File: src/rtl/sim_test_ctrl.sv
// Simulation controller: snoops per-hart tohost writes, enforces a cycle budget,
// drains the pipeline after the last report and then freezes it with sticky status.
module sim_test_ctrl #(
   parameter int                NUM_HARTS    = 1,
   parameter int                ADDR_W       = 32,
   parameter int                DATA_W       = 32,
   parameter logic [ADDR_W-1:0] TOHOST_ADDR  = 32'h0000_1000,
   parameter int                MAX_STEP     = 10000,
   parameter int                DRAIN_CYCLES = 4,
   parameter int                CNT_W        = 32
) (
   input  logic                          clk,
   input  logic                          rst_n,
   input  logic [NUM_HARTS-1:0]          wr_en,
   input  logic [NUM_HARTS*ADDR_W-1:0]   wr_addr,
   input  logic [NUM_HARTS*DATA_W-1:0]   wr_data,
   output logic                          stop,
   output logic                          done,
   output logic                          pass,
   output logic                          timeout,
   output logic [NUM_HARTS-1:0]          hart_done,
   output logic [NUM_HARTS-1:0]          hart_fail,
   output logic [DATA_W-1:0]             fail_code,
   output logic [CNT_W-1:0]              cycle_count
);

   localparam int DRAIN_W    = (DRAIN_CYCLES > 2) ? $clog2(DRAIN_CYCLES) : 1;
   localparam int DRAIN_LAST = (DRAIN_CYCLES > 0) ? DRAIN_CYCLES - 1 : 0;

   typedef enum logic [1:0] {
      ST_IDLE  = 2'd0,
      ST_RUN   = 2'd1,
      ST_DRAIN = 2'd2,
      ST_DONE  = 2'd3
   } state_t;

   state_t               state_r;
   state_t               state_s;
   logic [NUM_HARTS-1:0] hart_done_r;
   logic [NUM_HARTS-1:0] hart_fail_r;
   logic [DATA_W-1:0]    fail_code_r;
   logic [CNT_W-1:0]     cycle_count_r;
   logic [DRAIN_W-1:0]   drain_cnt_r;
   logic                 stop_r;
   logic                 done_r;
   logic                 pass_r;
   logic                 timeout_r;

   logic                 accept_s;
   logic [NUM_HARTS-1:0] new_rep_s;
   logic [NUM_HARTS-1:0] new_fail_s;
   logic [NUM_HARTS-1:0] hart_done_s;
   logic [NUM_HARTS-1:0] hart_fail_s;
   logic [DATA_W-1:0]    fail_code_s;
   logic                 all_done_s;
   logic                 budget_end_s;
   logic                 drain_last_s;
   logic [CNT_W-1:0]     cycle_count_s;
   logic [DRAIN_W-1:0]   drain_cnt_s;
   logic                 stop_s;
   logic                 done_s;
   logic                 pass_s;
   logic                 timeout_s;

   // Report decode: only the first tohost report with bit0 set counts per hart.
   always_comb begin
      accept_s    = (state_r == ST_RUN) || (state_r == ST_DRAIN);
      new_rep_s   = '0;
      new_fail_s  = '0;
      fail_code_s = fail_code_r;
      for (int h = 0; h < NUM_HARTS; h++) begin
         if (accept_s && wr_en[h] && !hart_done_r[h] &&
             (wr_addr[h*ADDR_W +: ADDR_W] == TOHOST_ADDR) && wr_data[h*DATA_W]) begin
            new_rep_s[h]  = 1'b1;
            new_fail_s[h] = (wr_data[h*DATA_W +: DATA_W] != DATA_W'(1));
         end else begin
            new_rep_s[h]  = 1'b0;
            new_fail_s[h] = 1'b0;
         end
      end
      // Descending scan so the lowest failing hart is the one that sticks.
      if (hart_fail_r == '0) begin
         for (int h = NUM_HARTS - 1; h >= 0; h--) begin
            if (new_fail_s[h]) begin
               fail_code_s = wr_data[h*DATA_W +: DATA_W] >> 1;
            end else begin
               fail_code_s = fail_code_s;
            end
         end
      end else begin
         fail_code_s = fail_code_r;
      end
      hart_done_s  = hart_done_r | new_rep_s;
      hart_fail_s  = hart_fail_r | new_fail_s;
      all_done_s   = &hart_done_s;
      budget_end_s = (cycle_count_r == CNT_W'(MAX_STEP - 1));
      drain_last_s = (drain_cnt_r == DRAIN_W'(DRAIN_LAST));
   end

   // State register.
   always_ff @(posedge clk or negedge rst_n) begin
      if (!rst_n) begin
         state_r <= ST_IDLE;
      end else begin
         state_r <= state_s;
      end
   end

   // Next-state logic; a final report on the budget's last cycle beats the timeout.
   always_comb begin
      state_s = state_r;
      case (state_r)
         ST_IDLE:  state_s = ST_RUN;
         ST_RUN: begin
            if (all_done_s) begin
               state_s = (DRAIN_CYCLES == 0) ? ST_DONE : ST_DRAIN;
            end else if (budget_end_s) begin
               state_s = ST_DONE;
            end else begin
               state_s = ST_RUN;
            end
         end
         ST_DRAIN: begin
            if (drain_last_s) begin
               state_s = ST_DONE;
            end else begin
               state_s = ST_DRAIN;
            end
         end
         ST_DONE:  state_s = ST_DONE;
         default:  state_s = ST_IDLE;
      endcase
   end

   // Output and counter next values, derived from the upcoming state.
   always_comb begin
      stop_s      = 1'b1;
      done_s      = 1'b0;
      timeout_s   = timeout_r;
      drain_cnt_s = '0;
      case (state_s)
         ST_IDLE:  stop_s = 1'b1;
         ST_RUN:   stop_s = 1'b0;
         ST_DRAIN: stop_s = 1'b0;
         ST_DONE: begin
            stop_s = 1'b1;
            done_s = 1'b1;
         end
         default:  stop_s = 1'b1;
      endcase
      if ((state_r == ST_RUN) && (state_s == ST_DONE) && !all_done_s) begin
         timeout_s = 1'b1;
      end else begin
         timeout_s = timeout_r;
      end
      pass_s = done_s && (hart_fail_s == '0) && !timeout_s;
      if (accept_s && (cycle_count_r != {CNT_W{1'b1}})) begin
         cycle_count_s = cycle_count_r + CNT_W'(1);
      end else begin
         cycle_count_s = cycle_count_r;
      end
      if (state_r == ST_DRAIN) begin
         drain_cnt_s = drain_cnt_r + DRAIN_W'(1);
      end else begin
         drain_cnt_s = '0;
      end
   end

   // Status and counter registers.
   always_ff @(posedge clk or negedge rst_n) begin
      if (!rst_n) begin
         hart_done_r   <= '0;
         hart_fail_r   <= '0;
         fail_code_r   <= '0;
         cycle_count_r <= '0;
         drain_cnt_r   <= '0;
         stop_r        <= 1'b1;
         done_r        <= 1'b0;
         pass_r        <= 1'b0;
         timeout_r     <= 1'b0;
      end else begin
         hart_done_r   <= hart_done_s;
         hart_fail_r   <= hart_fail_s;
         fail_code_r   <= fail_code_s;
         cycle_count_r <= cycle_count_s;
         drain_cnt_r   <= drain_cnt_s;
         stop_r        <= stop_s;
         done_r        <= done_s;
         pass_r        <= pass_s;
         timeout_r     <= timeout_s;
      end
   end

   assign stop        = stop_r;
   assign done        = done_r;
   assign pass        = pass_r;
   assign timeout     = timeout_r;
   assign hart_done   = hart_done_r;
   assign hart_fail   = hart_fail_r;
   assign fail_code   = fail_code_r;
   assign cycle_count = cycle_count_r;

endmodule

File: config.mk
export PLATFORM = sky130hd
export DESIGN_NAME = sim_test_ctrl
export DESIGN_NICKNAME = d
export VERILOG_FILES = /design/src/rtl/sim_test_ctrl.sv
export SDC_FILE = /design/constraint.sdc
export NUM_CORES = 1
export LEC_CHECK = 0
export CAP_MARGIN = 10
export CORE_AREA = 2 2 100 102
export DETAILED_ROUTE_END_ITERATION = 7
export DIE_AREA = 0 0 102 104
export PLACE_DENSITY_LB_ADDON = 0.25
export REMOVE_ABC_BUFFERS = 1
export SYNTH_ARGS = -nofsm -noshare
export SYNTH_HDL_FRONTEND = slang
export SYNTH_SLANG_ARGS = --single-unit
export TNS_END_PERCENT = 10
File: constraint.sdc
create_clock -name clk -period 2.5 [get_ports clk]
set_input_delay 0.375 -clock clk [delete_from_list [all_inputs] [get_ports clk]]
set_output_delay 0.375 -clock clk [all_outputs]
set_load 0.01 [all_outputs]
==> results.toml, run 1 <==
[power]
vdd_drop_max_mv = 0.198
p_int_uw = 2000
sw_frac_of_total = 0.196
p_clk_frac = 0.464
combPwrFrac = 0.062
power_leakage_uw = 0.00242
seqPwrFrac = 0.474
powerDensity_nw_per_um2 = 458
power.switching_uw = 488

[setup_path]
r2r_slack_ps = 90
crit_buf_inv = 3
start_kind = "flop"
startpoint = "state_r[1]"
end_kind = "flop"
slowest_stage = "or4_4"
cpPeakStageDelay_ps = 530
critPathMaxFanout = 31
worstPathRequired_ps = 2730
reg2reg_depth = 8
rr_endpoint = "fail_code[23]"
cp_top_family = "simple AND/OR/NAND/NOR gates"
critPathArrivalTime_ps = 2640
timing.rr.start = "state_r[1]"
crit_type = "flop to flop"
path_cells = "inv_1 -> ha_4 -> nand4_1 -> or4_4 -> buf_4 -> nor3_4 -> buf_12 -> mux2_2"

[layout]
drive_above_1_share = 0.210
area_growth_pct = 60.5
n_antenna_cell = 0
fin_nets = 527
fin_util = 0.569
fillCellCount = 831

[timing]
max_clock_freq_ghz = 0.414
hold_viol_final = 0
whs_ps = 440
worst_slew_pin_slew_ps = 565
drv_slew = 0
timing.final.crit_share = 0.966
relSlewSlack = 0.622
setup_viol = 0
fin_worst_skew_ps = 9.13
grt_setup_unrepaired = "true"
post-route-min-period_ps = 2410

[drt]
vias = 2874
post-route-drc-count = 0
via_per_inst = 4.86
first_iter_violations = 61
wl_um = 9450
ant_nets = 0
routedWlPerCell_um = 16.0
drt_first_pass_iters = 4

[clock_tree]
cts_buffer_depth = 2
cts_tree = "built"
clock-sinks = 73
htreeDepth = 3
clk_pin_slew_ps = 70
clock_latency_ps = 350
cts-root-buf = "clkbuf_8"
cts_made_buffers = 9

[yosys]
postSynthCellCount = 281
yosys.area.top_type_share = 0.533
yosys.area.top_type = "dfrtp_1"
synth_enable_flop_cells = 0
async_flop_share = 1.00
synthTopCellsByArea = "dfrtp_1 (53%), mux2_2 (10%), xor2_1 (4.4%), nor4_1 (4.3%), xnor2_1 (3.4%)"
ys_warn_count = 0
synth.avg_cell_area_um2 = 12.0
synth_cell_types = 42
synth_seq_cells = 73
seq_area_frac_synth = 0.540
synth_area_um2 = 3380
synth_flop_cell = "dfrtp_1"

[worst_hold_path]
min_path_type = "flop to flop"
min_path_cells = 1
min-delay-start = "drain_cnt_r[0]"
hold_end = "drain_cnt_r[0]"

[die]
start_util = 0.354
die_area_um2 = 10600
rows = 36
chipHeight_um = 104
core_area_um2 = 9550
die_w_um = 102
pin_count = 137

[grt]
antenna_found_initial = 0
use_met2 = 0.320
met3_usage = 0.0538
grt_util_all_layers = 0.181
grt_pass1_vias = 3027
use_met1 = 0.209
overflow = 0
grt_max_degree = 58
grt_pass1_wl_um = 15000
grt-busiest-layer = "met2"

[placement]
port_buffers = 135
hpwl_um = 7280
routabilityCongestion = 0.831

[job]
drv_cap = 0

[run_status]
status = "complete, no violations"
==> flip-flops by register name, summed over array words and instances (netlist names) <==
register and flops:
cycle_count 32, fail_code 31, drain_cnt_r 2, state_r 2, done 1, hart_done 1
hart_fail 1, pass 1, stop 1, timeout 1
==> cells by family after synthesis <==
group                    count (synthesis)  share of synthesized area
multiplexers                            32                      0.107
AND/OR/NAND/NOR                        112                      0.196
adder cells (fa/ha/maj)                  7                     0.0259
buffers and inverters                   15                     0.0248
AO/OA/AOI/OAI                           11                     0.0274
flip-flops                              73                      0.540
other                                    1                    0.00111
XOR/XNOR                                30                     0.0777
==> cell usage after synthesis, types with 2 or more instances <==
library cell,n
and2_1,4
and3_1,5
and4_1,2
buf_6,3
dfrtp_1,72
ha_1,7
inv_1,10
mux2_1,2
mux2_2,30
nand2_1,13
nand3_1,12
nand4_1,13
nor2_1,17
nor2b_1,2
nor3_1,6
nor4_1,23
nor4b_1,5
or4_4,3
xnor2_1,13
xor2_1,17
==> metrics by stage <==
step	cell area [um^2]	TNS, ps	power, uW	setup WS (ps)	instances
finish	5430	0	2490	85.9	591
global route	5430	-21.9	2590	-11.7	591
CTS	5390	0	2520	41.7	590
detailed placement	5080	-9830	1350	-446	571
global placement	5080	-8600	1350	-302	571
floorplan	3340	-7010	1210	-228	276
==> cell type report <==
cell class	instances	area (um^2)	area share
Sequential cell	73	1830	0.337
Timing Repair Buffer	166	1610	0.297
Multi-Input combinational cell	193	1530	0.282
Tap cell	133	166	0.0306
Clock buffer	12	155	0.0286
Clock inverter	4	98.8	0.0182
Inverter	10	37.5	0.00691
==> layer usage <==
layer / part of all wire / routed length (um) / up-vias
met5: 0 / 0 / -
met4: 0.012 / 116 / 0
met3: 0.086 / 812 / 10
met2: 0.50 / 4720 / 110
met1: 0.40 / 3800 / 1379
li1: - / - / 1375
==> worst max path at each step <==
stage,endpoint,slack (ps),depth (start not counted)
final,fail_code[23],90,8
after global routing,fail_code[1],-10,8
after CTS,pass,40,9
after detailed placement,pass,-450,9
after global placement,pass,-300,9
after floorplan,fail_code[0],-230,6
==> cells in the final DEF, fill, tap and decap left out, drive strengths merged, types with 2 or more instances in the layout <==
cell and instances:
clkdlybuf4s50 132, dfrtp 72, mux2 32, buf 31, nor4 23, nor2 17, xor2 17, nand2 13
nand4 13, xnor2 13, nand3 12, clkbuf 12, inv 10, nor3 8, ha 7, nor4b 6
and3 5, and2 4, or4 3, bufinv 3, and4 2, dlymetal6s2s 2, nor2b 2, a21o 2
==> power groups by stage <==
stage | sequential, uW | clock [uW] | combinational, uW
after global placement | 1200 | 0 | 151
final | 1180 | 1150 | 153
after global routing | 1180 | 1240 | 166
after floorplan | 1200 | 0 | 7.21
after detailed placement | 1200 | 0 | 152
after CTS | 1180 | 1180 | 155
==> what timing repair did <==
item | 4_1_cts | 5_1_grt
hold buffers | 1 | 0
resized for setup | 6 | 6
endpoints found under the hold margin | 16 | 0
buffers inserted | 2 | 1
endpoints found under the setup margin | 8 | 32
pin swaps | 2 | 5
(Power assumes the default switching activity.)
==> inputs of run 2 (changes only) <==
Settings changed: CTS_BUF_LIST from default to sky130_fd_sc_hd__clkbuf_8.
==> run 2 against run 1 <==
Against the previous run:
- die area stayed put
- non-clock buffer count unchanged
- combinational power hardly changed
- hold slack unchanged
- sequential power barely moved
- routed wire length unchanged
- critical path type unchanged
- critical endpoint unchanged
- largest cell class unchanged
==> results.toml, run 2 (synthesized netlist as in run 1, its figures left out) <==
[layout]
final_common_cell = "clkdlybuf4s50_1"
most-common-layout-cells = "clkdlybuf4s50_1 (132), dfrtp_1 (72), mux2_2 (30)"
fin_area_um2 = 5430
drive_above_1_share = 0.210
largest_reg_flops = 32
fin_nets = 527
area_growth_pct = 60.5
n_antenna_cell = 0
fillCellCount = 831

[timing]
setup_ws_ps = 86.7
worst_slew_pin_slew_ps = 565
drv_slew = 0
fin_worst_skew_ps = 9.13
grt_setup_unrepaired = "true"
setup_viol = 0
hold_viol_final = 0
max_clock_freq_ghz = 0.414
post-route-min-period_ps = 2410
timing.final.crit_share = 0.965
relSlewSlack = 0.622

[die]
chipHeight_um = 104
pin_count = 137
start_util = 0.354
die_area_um2 = 10600
rows = 36
die_w_um = 102
core_area_um2 = 9550

[setup_path]
crit_type = "flop to flop"
reg2reg_depth = 8
worstPathRequired_ps = 2730
critPathArrivalTime_ps = 2640
r2r_slack_ps = 90
end_kind = "flop"
critPathMaxFanout = 31
crit_end = "fail_code[23]"
timing.rr.start = "state_r[1]"
rr_endpoint = "fail_code[23]"
startpoint = "state_r[1]"
start_kind = "flop"

[clock_tree]
clock-sinks = 73
clk_pin_slew_ps = 70
clock_latency_ps = 350
htreeDepth = 3
cts_buffer_depth = 2
cts-root-buf = "clkbuf_8"
cts_made_buffers = 9
cts_tree = "built"

[drt]
via_per_inst = 4.86
routedWlPerCell_um = 16.0
first_iter_violations = 71
vias = 2872
wl_um = 9450
drt_first_pass_iters = 4
post-route-drc-count = 0
ant_nets = 0

[grt]
grt_util_all_layers = 0.181
grt_max_degree = 58
grt_pass1_wl_um = 15000
antenna_found_initial = 0
grt_pass1_vias = 3027
overflow = 0

[power]
vdd_drop_max_mv = 0.198
power_leakage_uw = 0.00242
powerDensity_nw_per_um2 = 457

[job]
drv_cap = 0

[placement]
routabilityCongestion = 0.831
pre_cts_ws_ps = -446
hpwl_um = 7280
port_buffers = 135
placed_cell_area_um2 = 5080

[run_status]
status = "complete, no violations"

[worst_hold_path]
min-delay-start = "drain_cnt_r[0]"
min_path_type = "flop to flop"
-- run 2: power by group --
| group | internal (uW) | leakage (uW) | switching (uW) | total, uW |
|---|---|---|---|---|
| registers | 1180 | 0.000991 | 0.0000000475 | 1180 |
| logic | 100 | 0.00130 | 53.3 | 153 |
| clock network | 716 | 0.000131 | 435 | 1150 |
-- run 2: layout make-up --
type,count,area (um^2),area share
Timing Repair Buffer,166,1610,0.297
Clock buffer,11,151,0.0279
Sequential cell,73,1830,0.337
Tap cell,133,166,0.0306
Multi-Input combinational cell,193,1530,0.282
Clock inverter,5,103,0.0189
Inverter,10,37.5,0.00691
-- run 2: repair_timing --
action	CTS	global route
endpoints found under the setup margin	8	32
setup buffers	2	1
pin swaps	2	5
endpoints found under the hold margin	16	0
gates resized for setup	6	6
hold buffers	1	0
-- run 2: worst min path at each step --
stage                     cells past startpoint              to  slack [ps]
after global placement                        1   fail_code[19]         320
after detailed placement                      1   fail_code[16]         320
after CTS                                     1  drain_cnt_r[0]         440
after floorplan                               0  cycle_count[0]          80
after global routing                          1  drain_cnt_r[0]         460
final                                         1  drain_cnt_r[0]         440
-- run 2: layer usage --
metal	part of all wire	GRT usage
met1	0.40	0.209
met2	0.50	0.320
met3	0.086	0.0538
met4	0.012	0.0524
met5	0	0
-- run 2: metrics by stage --
stage               hold WS, ps  power (uW)  TNS, ps  cells  utilization
floorplan                  79.4        1210    -7010    276            -
global placement            323        1350    -8600    571        0.532
detailed placement          324        1350    -9830    571        0.532
CTS                         445        2510        0    590        0.564
global route                461        2580    -21.9    591        0.569
finish                      440        2480        0    591        0.569
-- run 2: worst max-delay path: stages, from the launching register on --
cell and delay (ps):
dfrtp_1 370, inv_1 90, ha_4 280, nand4_1 100, or4_4 530, buf_4 160, nor3_4 190, buf_12 220
mux2_2 360
